===== src/rtl/control.sv =====
// rtl/control.sv - MIPS-style instruction decoder with a registered 32-bit control word
module control (
    input  logic        clk,
    input  logic        rst,
    input  logic [31:0] instr,
    output logic [31:0] output_control
);

    localparam logic [5:0] OP_NOP   = 6'b000000;
    localparam logic [5:0] OP_RTYPE = 6'b000001;
    localparam logic [5:0] OP_LOAD  = 6'b000010;
    localparam logic [5:0] OP_STORE = 6'b000011;

    localparam logic [2:0] ALU_ADD = 3'b000;
    localparam logic [2:0] ALU_SUB = 3'b001;
    localparam logic [2:0] ALU_AND = 3'b010;
    localparam logic [2:0] ALU_OR  = 3'b011;
    localparam logic [2:0] ALU_MUL = 3'b100;

    localparam logic [1:0] CLS_NONE  = 2'b00;
    localparam logic [1:0] CLS_ALU   = 2'b01;
    localparam logic [1:0] CLS_LOAD  = 2'b10;
    localparam logic [1:0] CLS_STORE = 2'b11;

    logic [5:0]  opcode;
    logic [4:0]  rt;
    logic [4:0]  rd;
    logic [5:0]  funct;
    logic [15:0] imm16;

    assign opcode = instr[31:26];
    assign rt     = instr[20:16];
    assign rd     = instr[15:11];
    assign funct  = instr[5:0];
    assign imm16  = instr[15:0];

    // rs feeds the register file straight from instr; shamt has no meaning here
    logic unused_fields;
    assign unused_fields = ^{instr[25:21], instr[10:6]};

    logic [15:0] imm;
    logic [4:0]  wr_addr;
    logic [2:0]  alu_op;
    logic        reg_write;
    logic        mem_read;
    logic        mem_write;
    logic        mem_to_reg;
    logic        alu_src_imm;
    logic        illegal;
    logic [1:0]  cls;
    logic [31:0] decoded;

    always_comb begin
        imm         = 16'h0000;
        wr_addr     = 5'd0;
        alu_op      = ALU_ADD;
        reg_write   = 1'b0;
        mem_read    = 1'b0;
        mem_write   = 1'b0;
        mem_to_reg  = 1'b0;
        alu_src_imm = 1'b0;
        illegal     = 1'b0;
        cls         = CLS_NONE;

        unique case (opcode)
            OP_NOP: begin
            end
            OP_RTYPE: begin
                wr_addr   = rd;
                reg_write = 1'b1;
                cls       = CLS_ALU;
                case (funct)
                    6'b100000: alu_op = ALU_ADD;
                    6'b100010: alu_op = ALU_SUB;
                    6'b100100: alu_op = ALU_AND;
                    6'b100101: alu_op = ALU_OR;
                    6'b110010: alu_op = ALU_MUL;
                    default: begin
                        // unknown funct collapses to the canonical illegal word
                        wr_addr   = 5'd0;
                        reg_write = 1'b0;
                        cls       = CLS_NONE;
                        illegal   = 1'b1;
                    end
                endcase
            end
            OP_LOAD: begin
                imm         = imm16;
                wr_addr     = rt;
                reg_write   = 1'b1;
                mem_read    = 1'b1;
                mem_to_reg  = 1'b1;
                alu_src_imm = 1'b1;
                cls         = CLS_LOAD;
            end
            OP_STORE: begin
                imm         = imm16;
                mem_write   = 1'b1;
                alu_src_imm = 1'b1;
                cls         = CLS_STORE;
            end
            default: begin
                illegal = 1'b1;
            end
        endcase
    end

    assign decoded = {imm, wr_addr, alu_op, reg_write, mem_read, mem_write,
                      mem_to_reg, alu_src_imm, illegal, cls};

    always_ff @(posedge clk or posedge rst) begin
        if (rst) begin
            output_control <= 32'h0000_0000;
        end else begin
            output_control <= decoded;
        end
    end

endmodule


===== config.mk =====
export PLATFORM = sky130hd
export DESIGN_NAME = control
export DESIGN_NICKNAME = d
export VERILOG_FILES = /design/src/rtl/control.sv
export SDC_FILE = /design/constraint.sdc
export NUM_CORES = 1
export LEC_CHECK = 0
export ABC_AREA = 1
export BUFFER_PORTS_ARGS = -buffer_cell sky130_fd_sc_hd__buf_2
export CAP_MARGIN = 20
export CORE_MARGIN = 10
export CORE_UTILIZATION = 39
export CTS_CLUSTER_DIAMETER = 200
export CTS_CLUSTER_SIZE = 30
export DETAILED_ROUTE_END_ITERATION = 16
export PLACE_DENSITY = 0.71
export RECOVER_POWER = 100
export SYNTH_ARGS = -nofsm -noshare
export SYNTH_HDL_FRONTEND = slang
export SYNTH_SLANG_ARGS = --single-unit

===== constraint.sdc =====
create_clock -name clk -period 0.8 [get_ports clk]
set_input_delay 0.04 -clock clk [delete_from_list [all_inputs] [get_ports clk]]
set_output_delay 0.04 -clock clk [all_outputs]
set_load 0.005 [all_outputs]

==> results of run 1 <==
how the worst max path moves through the flow:
stage | cells after the start | end | slack [ns]
2_1_floorplan | 1 | output_control[0]$_DFF_PP0_ | 0.1
3_3_place_gp | 8 | output_control[7]$_DFF_PP0_ | -0.03
3_5_place_dp | 7 | output_control[14]$_DFF_PP0_ | -0.1
4_1_cts | 1 | output_control[4] | -0.09
5_1_grt | 1 | output_control[13] | -0.12
6_report | 1 | output_control[13] | -0.08
power by group:
| group | total (mW) | switching, mW | internal, mW | leakage [nW] |
|---|---|---|---|---|
| sequential | 1.58 | 0.00315 | 1.58 | 0.427 |
| combinational | 0.309 | 0.144 | 0.166 | 0.683 |
| clock | 0.826 | 0.484 | 0.342 | 0.0293 |
| total | 2.72 | 0.631 | 2.09 | 1.14 |
area by class of cell:
type                            instances  share of cell area (%)
Sequential cell                        31                    42.7
Timing Repair Buffer                   90                    31.4
Multi-Input combinational cell         61                    15.6
Inverter                               24                    5.24
Clock buffer                            7                    2.48
Tap cell                               33                    2.27
Clock inverter                          1                   0.276
layout by cell type (no fill, tap or decap), types with 4 or more instances in the layout:
| master | n |
|---|---|
| buf_2 | 58 |
| buf_4 | 5 |
| clkbuf_1 | 4 |
| clkbuf_4 | 7 |
| dfrtp_1 | 31 |
| dlygate4sd3_1 | 21 |
| inv_1 | 21 |
| nand2_1 | 19 |
| nand3_1 | 7 |
| nor2_1 | 24 |
layer usage:
metal / up-vias / wire [microns] / part of all wire (%)
li1: 531 / - / -
met1: 463 / 1170 / 36
met2: 43 / 1700 / 53
met3: 7 / 286 / 8.9
met4: 0 / 62 / 1.9
met5: - / 0 / 0
synthesized netlist by cell type:
cell | instances | area share, %
dfrtp_1 | 31 | 65
nor2_1 | 23 | 7.2
inv_1 | 20 | 6.3
nand2_1 | 15 | 4.7
nand3_1 | 7 | 2.9
nand2_2 | 5 | 2.6
inv_2 | 3 | 0.94
nor2_4 | 3 | 2.8
buf_4 | 2 | 1.3
nor2_2 | 2 | 1.0
o21ai_2 | 2 | 1.5
and2_4 | 1 | 0.73
buf_2 | 1 | 0.42
clkinv_4 | 1 | 0.73
nand2_4 | 1 | 0.94
nand3_2 | 1 | 0.84
o21ai_1 | 1 | 0.42
per-stage QoR:
step	TNS [ns]	util [%]	std cells	area (sq um)	hold WS, ns
finish	-1.42	60.5	247	1820	0.0273
global route	-3.13	60.5	247	1820	0.0306
CTS	-1.97	62.4	247	1870	0.0142
detailed placement	-1.51	53.7	218	1610	0.0951
global placement	-0.422	53.7	218	1610	0.0832
floorplan	0	-	119	1200	0.115
cells by family (layout without fill, tap and decap cells):
logic type | after synthesis | after routing | share of synthesized area (%)
and+or+nand+nor | 58 | 58 | 23.8
DFF | 31 | 31 | 64.7
AOI/OAI and AO/OA | 3 | 3 | 1.88
buffers and inverters | 27 | 122 | 9.60
timing repair:
action                                  4_1_cts  5_1_grt
hold buffers                                 21        0
hold endpoints to repair                     52        0
endpoints found under the setup margin       32       32
==> out/results.tsv, run 1 <==
stage	metric	value	unit
outcome	status	finished with violations	
outcome	failing checks	negative setup slack	
sta	final hold vios	0	
drt	drt via density	4.23	
cts	CTS buffer count	5	
global_route	Total GRT Usage	11.6	%
die	I/O pins	66	
yosys	sequential area share after synthesis	64.7	%
drt	Residual DRC	0	
finish	sequential cell area	776	sq um
sta	Tcrit/Tclk final	109	%
cts	htree depth	2	
critical_path	crit path max fanout	1	
critical_path	CP top delay family	flip-flops	
global_route	initial antenna violation count	0	
yosys	Synth Register Bits	31	
power_and_ir_drop	leakage	1.14	nW
sta	Final setup viols	32	
finish	Antenna Cells	0	
cts	Setup Fix Bufs, Post-CTS	0	
cts	CTS tree	built	
drt	DRT antenna net count	0	
global_route	largest net degree at the start of global routing	32	
min_path	worst hold start	instr[1]	
finish	area of the multi-input gates	283	sq um
yosys	Cells after Synth	119	
min_path	Worst Hold Endpoint	output_control[9]$_DFF_PP0_	
finish	biggest regs	output_control (31)	
drt	routed vias	1044	
yosys	net count after synthesis	153	
sta	Max Fclk	1140	MHz
die	Die Ht	75.4	microns
global_route	vias in the first global route	1095	
yosys	Syn Std Cell Area	1200	sq um
power_and_ir_drop	total power	2.72	mW
critical_path	required time of the critical path	0.76	ns
global_route	M3 GR Usage	3.52	%
critical_path	Crit. End Element	output port	
power_and_ir_drop	Peak VDD IR	0.558	mV
critical_path	WP data arrival	0.84	ns
die	die width	75.4	microns
global_route	GR Util met2	20.8	%
yosys	Avg Synthesized Cell Area	10.1	sq um
placement	Routability Congestion	0.825	
sta	unrepaired setup endpoints after global routing	true	
die	Rows	20	
finish	area delta synth->final	51.5	%
die	core area	3000	sq um
finish	register with the most flip-flops	output_control	
sta	PnR worst setup slack	-0.0758	ns
finish	Layout fillers	263	
critical_path	Crit-path slowest cell	dfrtp_1	
drt	routed len/inst	13.0	microns
sta	Worst Tran Pin Value	0.393	ns
yosys	Netlist cell types	17	
placement	I/O Buffers	60	
cts	Clock Sinks	31	
cts	maximum root-to-sink buffer count	2	
critical_path	slowest stage delay, CP	0.38	ns
global_route	met1 usage	11.7	%
cts	PostCTS Resize Cnt	0	
placement	dpl ws	-0.0954	ns
finish	layout cells sized above 1	39.7	%
critical_path	crit start category	flip-flop	
drt	Total Wirelength	3.22	mm
min_path	Tightest Hold Check Type	in2reg	
drt	First DRT Iteration DRCs	41	
power_and_ir_drop	PD cells	1500	nW/um^2
global_route	gr busiest metal	met2	
finish	Largest register FFs	31	
run	max capacitance violation total	0	
min_path	worst hold stages	4	
global_route	gr ovfl total	0	
yosys	Ys Warns	0	
die	die area	5690	sq um
critical_path	critical path class	reg2out	
critical_path	Buf/Inv on CP	1	
die	initial core utilization	39.9	%
placement	HPWL Detailed	2.39	mm
critical_path	CP Cell Sequence	buf_2	
drt	DR pass1 iterations	6	
cts	CTS Root Buffer Type	clkbuf_4	
global_route	first-pass GRT wire length	4.96	mm
sta	Slew headroom	73.8	%
finish	nets	247	
sta	min cycle time layout	0.876	ns
cts	Worst-path clk slew	0.09	ns
sta	max-slew violation count	0	
critical_path	CP Launch Point	output_control[13]$_DFF_PP0_	
No activity file was read; power rests on OpenSTA's default activity.
==> run 2, diff against run 1 <==
--- a/config.mk
+++ b/config.mk
@@ -13,6 +13,7 @@
 export CTS_CLUSTER_DIAMETER = 200
 export CTS_CLUSTER_SIZE = 30
 export DETAILED_ROUTE_END_ITERATION = 16
+export GPL_TIMING_DRIVEN = 0
 export PLACE_DENSITY = 0.71
 export RECOVER_POWER = 100
 export SYNTH_ARGS = -nofsm -noshare
==> out/results.tsv, run 2 (synthesis results as in run 1) <==
stage	metric	value	unit	change
die	core area	3000	sq um	unchanged
critical_path	Crit. End Element	output port		
die	Die Ht	75.4	microns	unchanged
cts	htree depth	2		unchanged
finish	area of the multi-input gates	295	sq um	+4.4%
global_route	vias in the first global route	1303		+19%
global_route	Total GRT Usage	12.7	%	+1.2 points
placement	HPWL Detailed	2.32	mm	-3.2%
critical_path	CP Cell Sequence	buf_6 > buf_6		
power_and_ir_drop	switching share of power	22.8	%	-0.41 points
sta	Max Fclk	1020	MHz	-10%
cts	CTS tree	built		
drt	Total Wirelength	3.25	mm	+0.74%
min_path	worst hold start	instr[3]		
min_path	Tightest Hold Check Type	in2reg		
placement	Placement Cell Area	1540	sq um	-4.5%
sta	Slew headroom	78.9	%	+5.1 points
drt	routed vias	1068		+2.3%
power_and_ir_drop	part of the power in registers	59.4	%	+1.2 points
outcome	status	finished with violations		
finish	biggest regs	output_control (31)		
cts	CTS Root Buffer Type	clkbuf_4		
critical_path	slowest stage delay, CP	0.40	ns	+0.02 ns
sta	Tcrit/Tclk final	122	%	+13 points
finish	register with the most flip-flops	output_control		
critical_path	CP top delay family	flip-flops		
cts	CTS buffer count	5		unchanged
global_route	first-pass GRT wire length	5.56	mm	+12%
critical_path	Crit-path slowest cell	dfrtp_1		
finish	Layout fillers	259		-1.5%
finish	commonest non-fill, non-tap cells in the layout	buf_2, dfrtp_1, dlygate4sd3_1, nor2_1, inv_1		
cts	Worst-path clk slew	0.09	ns	about the same
finish	post-route cell area	1830	sq um	+0.69%
finish	fin util	60.9	%	+0.42 points
power_and_ir_drop	internal power	2.06	mW	-1.4%
power_and_ir_drop	total net switching power	0.607	mW	-3.7%
critical_path	Buf/Inv on CP	2		+1
finish	area delta synth->final	52.5	%	
critical_path	crit start category	flip-flop		
power_and_ir_drop	Combinational Power Share	11.7	%	+0.3 points
sta	Worst Tran Pin Value	0.316	ns	-0.0772 ns
outcome	failing checks	negative setup slack		
sta	min cycle time layout	0.977	ns	+0.101 ns
min_path	worst hold stages	4		unchanged
drt	Residual DRC	0		unchanged
global_route	initial antenna violation count	0		unchanged
power_and_ir_drop	PD cells	1460	nW/um^2	-2.6%
critical_path	Crit path top cell by count	buf_6		
finish	sequential cell area	776	sq um	unchanged
placement	Routability Congestion	0.787		-4.6%
drt	routed len/inst	13.3	microns	+1.6%
min_path	Worst Hold Endpoint	output_control[9]$_DFF_PP0_		
power_and_ir_drop	clock power share	28.8	%	-1.6 points
global_route	gr ovfl total	0		unchanged
sta	PnR worst setup slack	-0.177	ns	-0.101 ns
placement	I/O Buffers	60		unchanged
die	initial core utilization	39.9	%	unchanged
die	die area	5690	sq um	unchanged
drt	drt via density	4.36		+3.1%
critical_path	crit path max fanout	2		+1
cts	Clock Sinks	31		unchanged
global_route	largest net degree at the start of global routing	32		unchanged
die	die width	75.4	microns	unchanged
finish	Largest register FFs	31		unchanged
power_and_ir_drop	leakage	1.14	nW	-0.18%
power_and_ir_drop	Peak VDD IR	0.533	mV	-4.4%
drt	DR pass1 iterations	5		-1
critical_path	required time of the critical path	0.76	ns	about the same
die	I/O pins	66		unchanged
finish	layout cells sized above 1	39.8	%	+0.091 points
placement	dpl ws	-0.279	ns	-0.183 ns
die	Rows	20		unchanged
drt	DRT antenna net count	0		unchanged
sta	unrepaired setup endpoints after global routing	true		
critical_path	critical path class	reg2out		
finish	nets	246		-0.40%
sta	max-slew violation count	0		unchanged
finish	leading cell type in the layout, fill and taps excluded	buf_2		
run	max capacitance violation total	0		unchanged
cts	maximum root-to-sink buffer count	2		unchanged
sta	Final setup viols	32		unchanged
sta	final hold vios	0		unchanged
critical_path	WP data arrival	0.94	ns	+0.10 ns
drt	First DRT Iteration DRCs	39		-4.9%
-- run 2: changes by cell type in the layout (fill, tap and decap cells not counted), sizes merged --
cell and change:
clkbuf -4, diode +1, dlygate4sd3 +3, buf -1, clkinv -2, inv +1
-- run 2: power groups by stage --
stage                     registers (mW)  clock network, mW  logic [mW]
after CTS                           1.58              0.808       0.310
after detailed placement            1.61                  0       0.222
after global routing                1.59              0.879       0.352
after global placement              1.61                  0       0.214
after floorplan                     1.62                  0      0.0981
final                               1.58              0.768       0.313
-- run 2: area by class of cell --
class,count,area share [%]
Antenna cell,1,0.137
Tap cell,33,2.26
Sequential cell,31,42.4
Multi-Input combinational cell,61,16.2
Timing Repair Buffer,86,30.7
Buffer,3,1.16
Clock buffer,6,2.26
Inverter,24,4.93
-- run 2: routing by layer --
metal	vias up	share of wire, %	track usage [%]
li1	527	-	-
met1	480	37	12.2
met2	49	51	22.5
met3	12	8.5	3.65
met4	0	3.7	9.90
met5	-	0	0
-- run 2: per-stage QoR --
stage                     TNS (ns)  hold slack, ns  total power, mW  std cells
final                        -1.58          0.0241             2.66        245
after global routing         -4.56          0.0399             2.82        244
after CTS                    -2.18         0.00652             2.70        241
after detailed placement    -10.18           0.249             1.84        212
after global placement       -7.82           0.244             1.83        212
after floorplan                  0           0.115             1.71        119
-- run 2: repair_timing --
item | in CTS | in global routing
buffers inserted | 0 | 1
pin swaps | 0 | 1
gates resized for setup | 2 | 0
hold buffers | 23 | 2
endpoints found under the hold margin | 24 | 32
setup endpoints to repair | 32 | 37
-- run 2: worst max-delay path by stage --
stage / endpoint / cells past startpoint / start / slack, ns
after floorplan: output_control[0]$_DFF_PP0_ / 1 / rst / 0.1
after global placement: output_control[13]$_DFF_PP0_ / 2 / rst / -0.23
after detailed placement: output_control[6]$_DFF_PP0_ / 2 / rst / -0.28
after CTS: output_control[6] / 2 / output_control[6]$_DFF_PP0_ / -0.18
after global routing: output_control[6] / 2 / output_control[6]$_DFF_PP0_ / -0.23
final: output_control[6] / 2 / output_control[6]$_DFF_PP0_ / -0.18
